**src/rtl/instr_prefetch.sv**
```systemverilog
// instr_prefetch: instruction fetch front end of the multicycle core.
// Issues sequential word addresses to a 1-cycle synchronous-read instruction
// memory and buffers each returned word with its PC in a DEPTH-entry FIFO.
// Words are handed to decode over a valid/ready handshake. A redirect
// flushes buffered and in-flight words and restarts fetch. Fetch stops once
// a HALT word (imem_data[30:27] == 4'b1111) has been captured.
//
// Ports:
//   clk, rst               clock; asynchronous active-low reset
//   imem_en, imem_addr     memory read request (word aligned byte address)
//   imem_data              memory read data, valid the cycle after imem_en
//   instr, instr_pc        head-of-FIFO word and its byte address
//   instr_valid            FIFO non-empty
//   instr_ready            consumer accepts head this cycle
//   redirect, redirect_pc  branch taken: flush and restart at redirect_pc
//   halted                 HALT fetched, FIFO drained, nothing in flight
//   fetch_cnt, flush_cnt   (IF_PERF_CNT_EN only) words pushed / redirects
//
// Optional feature macro: IF_PERF_CNT_EN
module instr_prefetch #(
  parameter int unsigned DEPTH    = 4,
  parameter logic [31:0] RESET_PC = 32'h0
) (
  input  logic        clk,
  input  logic        rst,
  output logic        imem_en,
  output logic [31:0] imem_addr,
  input  logic [31:0] imem_data,
  output logic [31:0] instr,
  output logic [31:0] instr_pc,
  output logic        instr_valid,
  input  logic        instr_ready,
  input  logic        redirect,
  input  logic [31:0] redirect_pc,
  output logic        halted
`ifdef IF_PERF_CNT_EN
  ,
  output logic [31:0] fetch_cnt,
  output logic [15:0] flush_cnt
`endif
);

  localparam int unsigned AW = $clog2(DEPTH);
  localparam int unsigned PW = AW + 1;

  logic [31:0]   fetch_pc;
  logic [31:0]   fifo_instr [DEPTH];
  logic [31:0]   fifo_pc    [DEPTH];
  logic [PW-1:0] rd_ptr;
  logic [PW-1:0] wr_ptr;
  logic          inflight;
  logic [31:0]   inflight_pc;
  logic          halt_seen;
  logic [31:0]   last_instr;
  logic [31:0]   last_pc;

  logic [PW-1:0] count;
  logic [PW:0]   used;
  logic          do_redirect;
  logic          issue;
  logic          push;
  logic          pop;
  logic          is_halt;
  logic [AW-1:0] head;

  always_comb begin
    count       = wr_ptr - rd_ptr;
    used        = {1'b0, count} + {{PW{1'b0}}, inflight};
    do_redirect = rst && redirect;
    issue       = do_redirect ||
                  (rst && !halt_seen && (used < (PW + 1)'(DEPTH)));
    imem_en     = issue;
    imem_addr   = do_redirect ? {redirect_pc[31:2], 2'b00} : fetch_pc;
    is_halt     = (imem_data[30:27] == 4'b1111);
    // Once HALT is captured, the word issued alongside it is dropped so
    // nothing past the HALT is ever presented.
    push        = inflight && !redirect && !halt_seen;
    instr_valid = (count != '0);
    pop         = instr_valid && instr_ready && !redirect;
    head        = rd_ptr[AW-1:0];
    // When empty, outputs hold the last head value presented.
    instr       = instr_valid ? fifo_instr[head] : last_instr;
    instr_pc    = instr_valid ? fifo_pc[head]    : last_pc;
    halted      = halt_seen && (count == '0) && !inflight;
  end

  always_ff @(posedge clk) begin
    if (push) begin
      fifo_instr[wr_ptr[AW-1:0]] <= imem_data;
      fifo_pc[wr_ptr[AW-1:0]]    <= inflight_pc;
    end
  end

  always_ff @(posedge clk or negedge rst) begin
    if (!rst) begin
      fetch_pc    <= RESET_PC;
      rd_ptr      <= '0;
      wr_ptr      <= '0;
      inflight    <= 1'b0;
      inflight_pc <= '0;
      halt_seen   <= 1'b0;
      last_instr  <= '0;
      last_pc     <= '0;
    end else begin
      inflight <= issue;
      if (issue) begin
        fetch_pc    <= imem_addr + 32'd4;
        inflight_pc <= imem_addr;
      end
      if (redirect) begin
        rd_ptr    <= '0;
        wr_ptr    <= '0;
        halt_seen <= 1'b0;
      end else begin
        if (push) wr_ptr <= wr_ptr + 1'b1;
        if (pop)  rd_ptr <= rd_ptr + 1'b1;
        if (push && is_halt) halt_seen <= 1'b1;
      end
      if (instr_valid) begin
        last_instr <= fifo_instr[head];
        last_pc    <= fifo_pc[head];
      end
    end
  end

`ifdef IF_PERF_CNT_EN
  always_ff @(posedge clk or negedge rst) begin
    if (!rst) begin
      fetch_cnt <= '0;
      flush_cnt <= '0;
    end else begin
      if (push)     fetch_cnt <= fetch_cnt + 32'd1;
      if (redirect) flush_cnt <= flush_cnt + 16'd1;
    end
  end
`endif

endmodule

```
**config.mk**
```make
export PLATFORM = sky130hd
export DESIGN_NAME = instr_prefetch
export DESIGN_NICKNAME = d
export VERILOG_FILES = /design/src/rtl/instr_prefetch.sv
export SDC_FILE = /design/constraint.sdc
export NUM_CORES = 1
export LEC_CHECK = 0
export CAP_MARGIN = 20
export CELL_PAD_IN_SITES_DETAIL_PLACEMENT = 0
export CELL_PAD_IN_SITES_GLOBAL_PLACEMENT = 2
export CORE_UTILIZATION = 40
export DETAILED_ROUTE_END_ITERATION = 7
export PLACE_DENSITY = 0.85
export SLEW_MARGIN = 10
export SYNTH_ARGS = -nofsm -noshare
export SYNTH_HDL_FRONTEND = slang
export SYNTH_SLANG_ARGS = --single-unit
```
**constraint.sdc**
```tcl
create_clock -name clk -period 8.8 [get_ports clk]
set_clock_uncertainty 0.1 [all_clocks]
set_input_delay 2.64 -clock clk [delete_from_list [all_inputs] [get_ports clk]]
set_output_delay 2.64 -clock clk [all_outputs]
set_load 0.01 [all_outputs]
```
After elaboration in Yosys (flattened, before gate mapping) --
Memories as Yosys holds them, arrays and structs flattened. Index checks and enable logic that the tools add are counted. W data, S select, Z words.
Word-level totals: memory bits (writable) 256, register bits after elaboration 136, input bits 68, logic and storage cells 47, output and inout port bits 99, memories 2
Memory list:
- fifo_instr | words 4, width 32, rd ports 1, clocked after Yosys merged registers in 0, write ports 1, line 47 | logic [31:0] fifo_instr [DEPTH];
- fifo_pc | words 4, width 32, rd ports 1, clocked after Yosys merged registers in 0, write ports 1, line 48 | logic [31:0] fifo_pc [DEPTH];
Cells by class: $lt $le $gt $ge 1, reduce and logical (&&, ||, !) cells 19, add/sub/neg operators 5, mux-type cells 11, equal/unequal tests 1
Operators with widths (count):
- $mux W32 | 3
- $add A32 B3 Y32 const B | 1
- $mux W3 | 4
- $logic_and A1 B1 Y1 | 10
- $add A3 B1 Y3 const B | 2
- $reduce_bool A2 Y1 | 3
- $add A3 B1 Y4 | 1
- $eq A4 B4 Y1 const B | 1
- $lt A4 B3 Y1 const B | 1
- $mux W1 | 4
- $logic_not A1 Y1 | 3
- $logic_not A3 Y1 | 1
- $reduce_bool A3 Y1 | 1
- $sub A3 B3 Y3 | 1
- $logic_or A1 B1 Y1 | 1

Depth between registers and ports, before layout --
Gate-level depths: netlist (run 1).
word-level depth 6, mapped depth 14, depth with buffers taken out 10

Least setup slack after synthesis (run 1) --
No wires, ideal clock.
kind input port to output port, start point input port redirect, end point output port imem_addr[31], arrival 3827 ps, cell stages on the path 6, data required time 6060 ps, buffers on the path 3, path slack 2233 ps, path through buf_2 -> nand2_1 -> buf_2 -> clkbuf_1 -> mux2i_1 -> inv_1
Between the ends: cells in the longest elaborated chain, start to end 2
Ends and longest elaborated chain:
- start, declared | line 33 | input logic redirect,
- $logic_and A1 B1 Y1 | line 69 | do_redirect = rst && redirect;
- $mux W32 | line 73 | imem_addr = do_redirect ? {redirect_pc[31:2], 2'b00} : fetch_pc;
- end, declared | line 27 | output logic [31:0] imem_addr,
Every way passes these cells.

Final worst setup path (run 1) --
start point input port redirect, end point output port imem_addr[17]
The elaborated chain is that of the path after synthesis.

==> metrics list, run 1 <==
- Warning count from the yosys run: 0
* Number of H-tree branching levels: 2
* Starting density of the core: 40.9%
- Number of storage elements in the synthesis netlist: 390
- 167 I/O pins were placed.
- For this design, the slowest cell found on the critical path is sky130_fd_sc_hd__mux2i_1.
- Type of element launching the critical path: input pin
* Summed negative setup slack over all endpoints: 0 ps
- Worst slew pin tran: 1040 ps
- Final layout net count: 1157
- Number of buffers inserted to repair setup after CTS: 0
- Vert. Die Dim: 199 µm
* Ratio of total power to cell area: 359 nW/µm²
- For the finished layout, the period the worst path requires is 7790 ps.
- Combined buffer and inverter count along the critical path: 3
- Number of antenna-violating nets in the routed design: 0
- Setup violators final: 0
- Number of enable flip-flop cells after synthesis: 256
* Status: complete, no violations
* Layout cell share with drive strength beyond 1: 21.9%
- IO buf count: 164
- Slew HR: 30.6%
- Power, Total: 6.90 mW
* CTS buffer count: 43
- The finished layout holds 1627 standard cells, fillers aside.
- Initial antenna violation count: 3
* Commonest register cell after synthesis: sky130_fd_sc_hd__edfxtp_1
- Placed insts: 1546
- Walking the worst path, the cells encountered are clkdlybuf4s50_1 -> and2_4 -> mux2i_1 -> inv_1 -> clkdlybuf4s50_1.
- Most common cell after layout, fill and taps aside: sky130_fd_sc_hd__edfxtp_1
* TritonCTS clock tree: built
* Kind of end point of the critical path: output pin
- The largest single stage delay on the critical path is 670 ps.
- The path class of the tightest hold or removal check is flop to flop.
- Total via count after detailed routing: 8237
- For this block, the routed nets add up to 32900 µm of wire.
* Global-route wire length before repair: 51000 µm
- The sequential cells in the finished layout cover a total of 11000 µm².
- Max Cap Viol: 0
* Count of TritonRoute iterations in the first routing pass: 6
- Number of cells upsized or downsized after cts: 0
- Most frequent cell on the critical path: sky130_fd_sc_hd__clkdlybuf4s50_1
- P_leak: 6.91 nW
- In this run the standard cell core region covers 37900 µm².
* Number of hold violations in the final report: 0
- Entering global routing, the biggest net connects 100 pins.
- Across the VDD grid, the largest voltage drop is 185 µV.
* Clock network latency to the later pin of the worst-skew pair: 560 ps
* Detailed placer's ending HPWL: 19700 µm
- Final clock period utilization by the worst path: 88.5%
- Clock sink count: 390
- Proportion of synthesized flip-flops having asynchronous set or reset: 34.4%
* Number of slew-limit violations in the final report: 0
- RSZ-0062 raised after global routing: false
* Worst reg-to-reg setup slack: 5130 ps
* Area of the die: 39500 µm²
* Mean instance size in the synthesized netlist: 17.2 µm²
* Floorplan die width: 199 µm
- Kind of cell with the highest combined delay on the critical path: buffers and inverters
- Across all hold checks on the routed design, the worst slack comes to 384 ps.
* Max frequency: 128 MHz
* Number of DRC violations after detailed-routing iteration 0: 358
* Detail-routed net length per standard cell: 20.2 µm
* Clock transition at the register clock pins on the worst setup and hold paths after CTS: 60 ps
- In the layout the commonest cells are sky130_fd_sc_hd__edfxtp_1, sky130_fd_sc_hd__clkdlybuf4s50_1, sky130_fd_sc_hd__dfrtp_1, sky130_fd_sc_hd__nand2_1, sky130_fd_sc_hd__mux2_2.
- The share of the Yosys chip area taken by registers is 71.2%.
* Count of unresolved DRC violations after routing: 0
- In this run the worst path has a maximum fanout of 43.
- For the worst setup path, the data required time is 6060 ps.
- Data on the critical path arrives at its endpoint at 5050 ps.
- From synthesis to final layout, the design area changed by 24.1%.
- Cell at the root of the clock tree: sky130_fd_sc_hd__clkbuf_16
- The multi-input combinational cells in the finished layout cover a total of 4230 µm².
- At the end of routability-driven placement, the weighted congestion stood at 0.799.
- The number of global-route vias before repair came to 8579.
- Mapped Cells: 900
- GRT Residual Overflow: 0
* Site row count: 71
- Cts-stage hold buffer count: 0
- After filler insertion, the fill cell instance count of the layout stands at 3162.
* Crit Path Category: input pin to output pin
- Global routing consumed, over all layers together, 17.4% of the routing resources.
- Counting along the longest clock path gives a buffer depth of 3.
- The number of different library cells used by synthesis comes to 43.
- Synth Net Count: 976
- Post-DR vias/cell: 5.06
- The cell area that synthesis handed to floorplanning was 15500 µm².
-- cells in the mapped netlist, drive strengths merged (2+ instances only) --
| cell type | number | area [µm²] |
|---|---|---|
| o21ai | 42 | 218 |
| mux2i | 16 | 160 |
| mux4 | 64 | 1440 |
| a31oi | 4 | 25.0 |
| inv | 16 | 60.1 |
| nand3 | 15 | 85.1 |
| nor2 | 20 | 75.1 |
| clkbuf | 20 | 75.1 |
| edfxtp | 256 | 7690 |
| and3 | 3 | 18.8 |
| mux2 | 82 | 923 |
| o31ai | 4 | 30.0 |
| xor2 | 11 | 96.3 |
| and4 | 4 | 35.0 |
| dfrtp | 134 | 3350 |
| nand4 | 11 | 68.8 |
| nor4 | 3 | 48.8 |
| buf | 22 | 131 |
| a21oi | 5 | 25.0 |
| nand2b | 2 | 12.5 |
| ha | 7 | 87.6 |
| nor3 | 5 | 40.0 |
| xnor2 | 21 | 184 |
| a21o | 3 | 22.5 |
| and2 | 12 | 77.6 |
| nand2 | 109 | 409 |
-- per-stage QoR --
step           setup slack, ps  util, %  cell area (µm²)
6_report                  1010     50.7            19200
5_1_grt                    836     50.7            19200
3_3_place_gp               966     46.7            17700
4_1_cts                    934     50.7            19200
3_5_place_dp               966     46.7            17700
2_1_floorplan             2230        -            15500
-- report_power, final --
group	total (mW)	internal, mW	switching, mW
clock	1.87	1.17	0.699
sequential	2.65	2.44	0.212
combinational	2.39	1.29	1.10
total	6.90	4.89	2.01
-- kinds of logic (layout without fill, tap and decap cells) --
group	count (synthesis)	after routing	share of synthesized area [%]
other	0	1	0
XOR/XNOR	32	32	1.81
multiplexers	162	162	16.3
buffers and inverters	58	273	1.72
AND/OR/NAND/NOR	188	188	5.97
adder cells (fa/ha/maj)	8	8	0.694
AO/OA/AOI/OAI	62	62	2.29
flip-flops	390	390	71.2
-- per-layer routing --
layer | wire [µm] | vias to the layer above | GRT usage, %
met2 | 15800 | 193 | 28.2
met5 | 31 | - | 0
li1 | - | 3774 | -
met3 | 1970 | 52 | 4.48
met1 | 14400 | 4214 | 22.7
met4 | 621 | 4 | 5.64
-- state kept, by name (all words and copies together) (netlist names) --
register,cells
fetch_pc,32
fifo_instr,128
fifo_pc,128
halt_seen,1
inflight,1
inflight_pc,30
last_instr,32
last_pc,32
rd_ptr,3
wr_ptr,3
-- cell type report --
cell class                 count  share of cell area, %
timing repair buffer         178                   9.21
sequential                   390                   57.4
antenna                        1                 0.0130
multi-input combinational    452                   22.0
clock buffer                  63                   6.57
clock inverter                16                   1.19
tap                          511                   3.32
inverter                      16                  0.312
-- worst reg2reg max path: stages, from the launching register on --
cell and delay (ps):
sky130_fd_sc_hd__dfrtp_4 720, sky130_fd_sc_hd__ha_1 330, sky130_fd_sc_hd__fa_1 380, sky130_fd_sc_hd__xor2_1 170
sky130_fd_sc_hd__xnor2_1 280, sky130_fd_sc_hd__nand3_4 630, sky130_fd_sc_hd__buf_4 520, sky130_fd_sc_hd__nand2_1 180
sky130_fd_sc_hd__mux2i_1 200, sky130_fd_sc_hd__nor2_1 60
-- worst paths after layout --
| path | startpoint | to | depth (start not counted) |
|---|---|---|---|
| worst max register to register | rd_ptr[0] | rd_ptr[1] | 9 |
| worst min register to register | fetch_pc[29] | fetch_pc[29] | 2 |
| min in group asynchronous | rst | fetch_pc[27] | 1 |
| max in group asynchronous | rst | rd_ptr[1] | 3 |
| worst min-delay path | fetch_pc[29] | fetch_pc[29] | 2 |
| worst max-delay path | redirect | imem_addr[17] | 5 |
No activity file was read; power rests on OpenSTA's default activity.
==> run 2: changes to the inputs <==
==> constraint.sdc (replaced) <==
create_clock -name clk -period 8.8 [get_ports clk]
set_clock_uncertainty 0.1 [all_clocks]
set_input_delay 0.88 -clock clk [delete_from_list [all_inputs] [get_ports clk]]
set_output_delay 0.88 -clock clk [all_outputs]
set_load 0.01 [all_outputs]
==> run 2 against run 1 <==
  * Clock power barely moved
  * Non-clock buffer count fell by 2
  * Critical path depth increased by 3
  * Die area unchanged
  * Count of clock-buffer cells in the layout is 12 lower
  * Via count increased by 0.41%
  * Core utilization hardly changed
  * Highest routed layer unchanged
  * Register-to-register slack better by 210 ps
  * Critical path type is now flop to output pin
  * Fmax grew 49%
  * Cell count fell by 0.49%
==> metrics list, run 2 (synthesis results as in run 1) <==
- Crit Path Category: flop to output pin
- The max-slew violation count is 0 (unchanged).
- Global-route wire length before repair: 51400 µm (+0.78%)
- The worst-case clock buffer depth is 3 (unchanged).
- Largest net degree at the start of global routing: 80 (-20%)
* Most common cell after layout, fill and taps aside: sky130_fd_sc_hd__edfxtp_1
- Cell at the root of the clock tree: sky130_fd_sc_hd__clkbuf_16
- Worst slew pin tran: 1130 ps (+86.2 ps)
- The fraction of layout instances using a drive strength above 1 was 21.9% (+0.048 points).
- Ratio of total power to cell area: 360 nW/µm² (+0.29%)
* Vert. Die Dim: 199 µm (unchanged)
- Arrival @ worst endpoint: 4250 ps (-800 ps)
- Floorplan die width: 199 µm (unchanged)
- Kind of end point of the critical path: output pin
- The depth of the CTS H-tree was 2 (unchanged).
- The peak supply drop came to 175 µV (-5.7%).
* Slew HR: 24.8% (-5.7 points)
- The required time at the endpoint of the critical path came to 7820 ps (+1760 ps).
- TritonCTS built the clock tree.
* Number of buffers inserted to repair setup after CTS: 0 (unchanged)
- Detail-routed net length per standard cell: 20.6 µm (+2.0%)
* IO buf count: 164 (unchanged)
* Type of element launching the critical path: flop
- Clock network latency to the later pin of the worst-skew pair: 550 ps (about the same)
- The number of global-route vias before repair is 8626 (+0.55%).
- Number of hold violations in the final report: 0 (unchanged)
- Summed negative setup slack over all endpoints: 0 ps (unchanged)
- The largest driver fanout on the critical path came to 40 (-7.0%).
- Status: complete, no violations
- GRT Residual Overflow: 0 (unchanged)
- The number of max-cap violations came to 0 (unchanged).
* Initial antenna violation count: 1 (-2)
- Total via count after detailed routing: 8271 (+0.41%)
- Post-DR vias/cell: 5.11 (+0.91%)
- Setup violators final: 0 (unchanged)
* Final layout net count: 1152 (-0.43%)
* Site row count: 71 (unchanged)
- The routability congestion estimate from global placement was 0.794 (-0.60%).
- The initial core utilization is 40.9% (unchanged).
- In this run the worst setup path begins at rd_ptr[0].
- The routed wire length was 33400 µm (+1.5%).
- Final core utilization: 50.7% (about the same)
* Hold Path Class: input pin to asynchronous set/reset pin
- All-Layer GR Usage: 17.5% (+0.13 points)
* Final critical delay including setup and external delays: 5230 ps (-2550 ps)
* Cts-stage hold buffer count: 0 (unchanged)
- The clock sink count came to 390 (unchanged).
* Count of TritonRoute iterations in the first routing pass: 5 (-1)
- Area of the die: 39500 µm² (unchanged)
- The area added between synthesis and finish is 24.0% (about the same).
- The share of the cycle needed by the critical path after routing was 59.5% (-29 points).
* Most used cells in the layout excluding fill and tap cells: sky130_fd_sc_hd__edfxtp_1, sky130_fd_sc_hd__clkdlybuf4s50_1, sky130_fd_sc_hd__dfrtp_1, sky130_fd_sc_hd__nand2_1, sky130_fd_sc_hd__mux2_2
- The quantity of gates resized following cts is 0 (unchanged).
* Count of unresolved DRC violations after routing: 0 (unchanged)
* Launch point of the worst reg-to-reg path: rd_ptr[0]
- Std-Cell Core Area: 37900 µm² (unchanged)
* Clock transition at the register clock pins on the worst setup and hold paths after CTS: 60 ps (about the same)
* Max frequency: 191 MHz (+49%)
- P_leak: 6.91 nW (about the same)
* CTS buffer count: 40 (-7.0%)
- Number of DRC violations after detailed-routing iteration 0: 397 (+11%)
- RSZ-0062 raised after global routing: false
- The top-level port count is 167 (unchanged).
* Number of antenna diodes: 0 (-1)
* Detailed placer's ending HPWL: 19400 µm (-1.3%)
- Number of antenna-violating nets in the routed design: 0 (unchanged)
-- run 2: metrics by stage --
stage	instance area [µm²]	hold slack, ps	worst slack [ps]	total power [mW]	instances
after global placement	17700	365	4050	5.07	1543
after detailed placement	17700	377	4030	5.11	1543
after floorplan	15500	349	5310	3.96	900
final	19200	132	3570	6.91	1619
after global routing	19200	147	3260	7.29	1619
after CTS	19200	114	3420	7.03	1617
-- run 2: critical path: stages, from the launching register on --
cell                              delay [ps]
sky130_fd_sc_hd__dfrtp_4                 730
sky130_fd_sc_hd__ha_1                    320
sky130_fd_sc_hd__fa_1                    370
sky130_fd_sc_hd__xor2_1                  160
sky130_fd_sc_hd__xnor2_1                 260
sky130_fd_sc_hd__nand3_4                 450
sky130_fd_sc_hd__buf_4                   480
sky130_fd_sc_hd__mux2_2                  310
sky130_fd_sc_hd__clkdlybuf4s50_1         610
-- run 2: final cells by class --
class	instances	area, µm²
multi-input cells	452	4230
fillers	3167	18700
inverters	16	60.1
repair buffers	176	1770
well taps	511	639
clock inverters	23	373
flip-flops and latches	390	11000
clock buffers	51	1100
-- run 2: routing by layer --
layer,vias up,global-route usage (%),wire (µm)
met5,-,0,13
met4,2,5.90,667
met3,41,3.26,1870
met2,209,28.2,15800
met1,4266,23.9,15100
li1,3753,-,-
-- run 2: report_power, final --
group	internal [mW]	switching, mW	total (mW)
registers	2.44	0.210	2.65
logic	1.29	1.10	2.39
clock network	1.18	0.698	1.88
-- run 2: worst paths after layout --
check / to / slack [ps] / cells past startpoint
min: rd_ptr[0] / 130 / 1
min reg2reg: fetch_pc[29] / 390 / 2
max in group asynchronous: halt_seen / 7060 / 3
max: instr_pc[27] / 3570 / 8
max reg2reg: inflight_pc[29] / 5340 / 9
min in group clk: fetch_pc[29] / 390 / 2
==> run 3: changes to the inputs <==
CORE_UTILIZATION = 38   (was 40)
clock period = 4.8 ns   (was 8.8 ns; I/O delays follow)
==> run 3 against run 2 <==
  * Sequential cell count stayed put
  * Core utilization is 2.7 points lower
  * Die area is 5.2% higher
  * Cell count is 1.4% higher
  * Routed wire length is 2.2% higher
  * Sequential share of layout area is 0.071 points higher
  * Combinational power is 89% higher
  * First-iteration DRC count is 7.1% lower
  * Critical path depth stayed put
  * Cell area is 0.12% lower
  * Worst setup slack worse by 3100 ps
  * Clock power is 71% higher
  * Critical path type unchanged
  * Largest cell class unchanged
  * Largest power group unchanged
==> metrics list, run 3 (synthesis results as in run 1) <==
- The pin slew with the least headroom to its limit was 1080 ps (-48.4 ps).
- TritonCTS clock tree: built
- The worst setup path is launched from a flop.
- Detail-routed net length per standard cell: 20.8 µm (+0.79%)
- The post-detailed-placement half-perimeter wirelength came to 20000 µm (+2.9%).
- The number of hold violations in the final report was 0 (unchanged).
- The number of global-route vias before repair came to 8681 (+0.64%).
- The fraction of layout instances using a drive strength above 1 was 21.8% (-0.16 points).
* All-Layer GR Usage: 16.9% (-0.65 points)
* Non-filler instance count after layout: 1641 (+1.4%)
- Fin Hold WS: 265 ps (+133 ps)
- STA classifies the critical path endpoint as an output pin.
- The worst-case clock buffer depth was 3 (unchanged).
- The die span in x was 204 µm (+2.6%).
* Hold Path Class: input pin to asynchronous set/reset pin
- The biggest cell delay along the critical path is 560 ps (-170 ps).
- Number of cells upsized or downsized after cts: 0 (unchanged)
* DRT Wirelength: 34100 µm (+2.2%)
* Peak ir drop on the vdd network: 297 µV (+70%)
* Slew HR: 28.0% (+3.2 points)
- Total via count after detailed routing: 8229 (-0.51%)
- The largest driver fanout on the critical path came to 31 (-23%).
- Site row count: 73 (+2.8%)
- Share of total power consumed by net switching: 29.6% (+0.55 points)
* Cell at the root of the clock tree: sky130_fd_sc_hd__clkbuf_16
- CTS buffer count: 43 (+7.5%)
- Largest net degree at the start of global routing: 80 (unchanged)
* Max Cap Viol: 0 (unchanged)
* P_leak: 6.89 nW (-0.38%)
- Slowest CP cell: sky130_fd_sc_hd__clkdlybuf4s50_1
- Part of the total power dissipated in combinational logic: 36.0% (+1.5 points)
- Crit Path Category: flop to output pin
* Most common cell after layout, fill and taps aside: sky130_fd_sc_hd__edfxtp_1
* Clock transition at the register clock pins on the worst setup and hold paths after CTS: 60 ps (about the same)
- The final antenna diode count came to 0 (unchanged).
* Final core utilization: 48.0% (-2.7 points)
- The number of nets at the end of the flow came to 1162 (+0.87%).
- Count of unresolved DRC violations after routing: 0 (unchanged)
- Number of buffers inserted to repair setup after CTS: 0 (unchanged)
- In the layout the commonest cells are sky130_fd_sc_hd__edfxtp_1, sky130_fd_sc_hd__clkdlybuf4s50_1, sky130_fd_sc_hd__dfrtp_1, sky130_fd_sc_hd__nand2_1, sky130_fd_sc_hd__mux2_2.
- Ratio of total power to cell area: 653 nW/µm² (+82%)
- Routability congestion estimate from global placement: 0.776 (-2.4%)
- The clock sink count was 390 (unchanged).
- Final clock period utilization by the worst path: 91.3%
- The required time at the endpoint of the critical path was 4220 ps (-3600 ps).
* Number of H-tree branching levels: 2 (unchanged)
* RSZ-0062 raised after global routing: false
- Number of DRC violations after detailed-routing iteration 0: 369 (-7.1%)
- Std-Cell Core Area: 40000 µm² (+5.5%)
- The height of the chip is 204 µm (+2.6%).
- The top-level port count came to 167 (unchanged).
- Clock network latency to the later pin of the worst-skew pair: 550 ps (about the same)
- Crit path cell chain: ha_1 -> fa_1 -> xor2_1 -> xnor2_1 -> nand3_4 -> buf_4 -> mux2_2 -> clkdlybuf4s50_1
- The number of antenna violations at the first check in global routing was 0 (-1).
* Area of the die: 41600 µm² (+5.2%)
- The part of the power in the clock network came to 25.6% (-1.6 points).
- Starting density of the core: 38.7% (-2.1 points)
- Derived from the worst setup path, the maximum achievable clock frequency is 228 MHz.
- The count of fill cells added during filler insertion is 3437 (+8.5%).
* Number of antenna-violating nets in the routed design: 0 (unchanged)
- Switching pwr: 3.71 mW (+85%)
- The detailed-routing iteration count for the pre-antenna-repair pass was 5 (unchanged).
* Sequential fraction of design power: 38.4% (about the same)
* Summed negative setup slack over all endpoints: 0 ps (unchanged)
* Placed insts: 1563 (+1.3%)
* Syn-to-layout area delta: 23.9%
- Arrival @ worst endpoint: 3800 ps (-450 ps)
- Global-route wire length before repair: 52300 µm (+1.7%)
- The max-slew violation count is 0 (unchanged).
* IO buf count: 164 (unchanged)
- Design internal power: 8.83 mW (+80%)
* Setup violators final: 0 (unchanged)
- GRT Residual Overflow: 0 (unchanged)
- Status: complete, no violations
- The vias per cell was 5.01 (-1.8%).
- The worst path needs 4380 ps of the cycle, external delays included.
[run 3: what timing repair did]
action / 4_1_cts / 5_1_grt
hold buffers: 1 / 0
hold endpoints to repair: 12 / 0
endpoints found under the setup margin: 0 / 0
[run 3: path summary, 6_finish.rpt]
path / end / slack (ps) / from / depth (start not counted)
setup / recovery: instr[31] / 420 / rd_ptr[0] / 8
hold / removal: inflight_pc[27] / 260 / rst / 2
setup reg to reg: inflight_pc[25] / 1680 / rd_ptr[0] / 9
hold reg to reg: fetch_pc[31] / 380 / fetch_pc[31] / 2
max in group asynchronous: last_pc[6] / 2810 / rst / 4
min in group clk: fetch_pc[31] / 380 / fetch_pc[31] / 2
[run 3: final cells by class]
class / count / area (µm²) / area share (%)
Sequential cell: 390 / 11000 / 57.5
Multi-Input combinational cell: 452 / 4230 / 22.0
Timing Repair Buffer: 183 / 1830 / 9.55
Clock buffer: 63 / 1240 / 6.48
Tap cell: 525 / 657 / 3.42
Clock inverter: 12 / 133 / 0.691
Inverter: 16 / 60.1 / 0.313
[run 3: power by group through the flow]
stage	registers [mW]	logic [mW]	clock network, mW
3_3_place_gp	4.84	4.57	0
5_1_grt	4.91	4.88	3.43
4_1_cts	4.83	4.63	3.31
2_1_floorplan	4.76	2.50	0
6_report	4.81	4.51	3.21
3_5_place_dp	4.89	4.61	0
[run 3: critical path: cells and delay by family (launching register included)]
family                   cells  cell delay (ps)
flip-flops                   1              480
AND/OR/NAND/NOR              1              520
buffers and inverters        2              980
adder cells (fa/ha/maj)      2              590
XOR/XNOR                     2              420
multiplexers                 1              250
[run 3: routing by layer]
layer	track usage, %	wire length, µm	vias to the layer above
met1	23.4	16000	4228
met4	4.02	508	0
met5	0	0	-
li1	-	-	3773
met2	27.1	16300	183
met3	3.60	1340	45
[run 3: metrics by stage]
step                setup slack, ps  power (mW)  cell area (µm²)
floorplan                      1710        7.26            15500
global placement                928        9.41            17800
detailed placement              915        9.50            17800
CTS                             297        12.8            19200
global route                    226        13.2            19200
finish                          419        12.5            19200
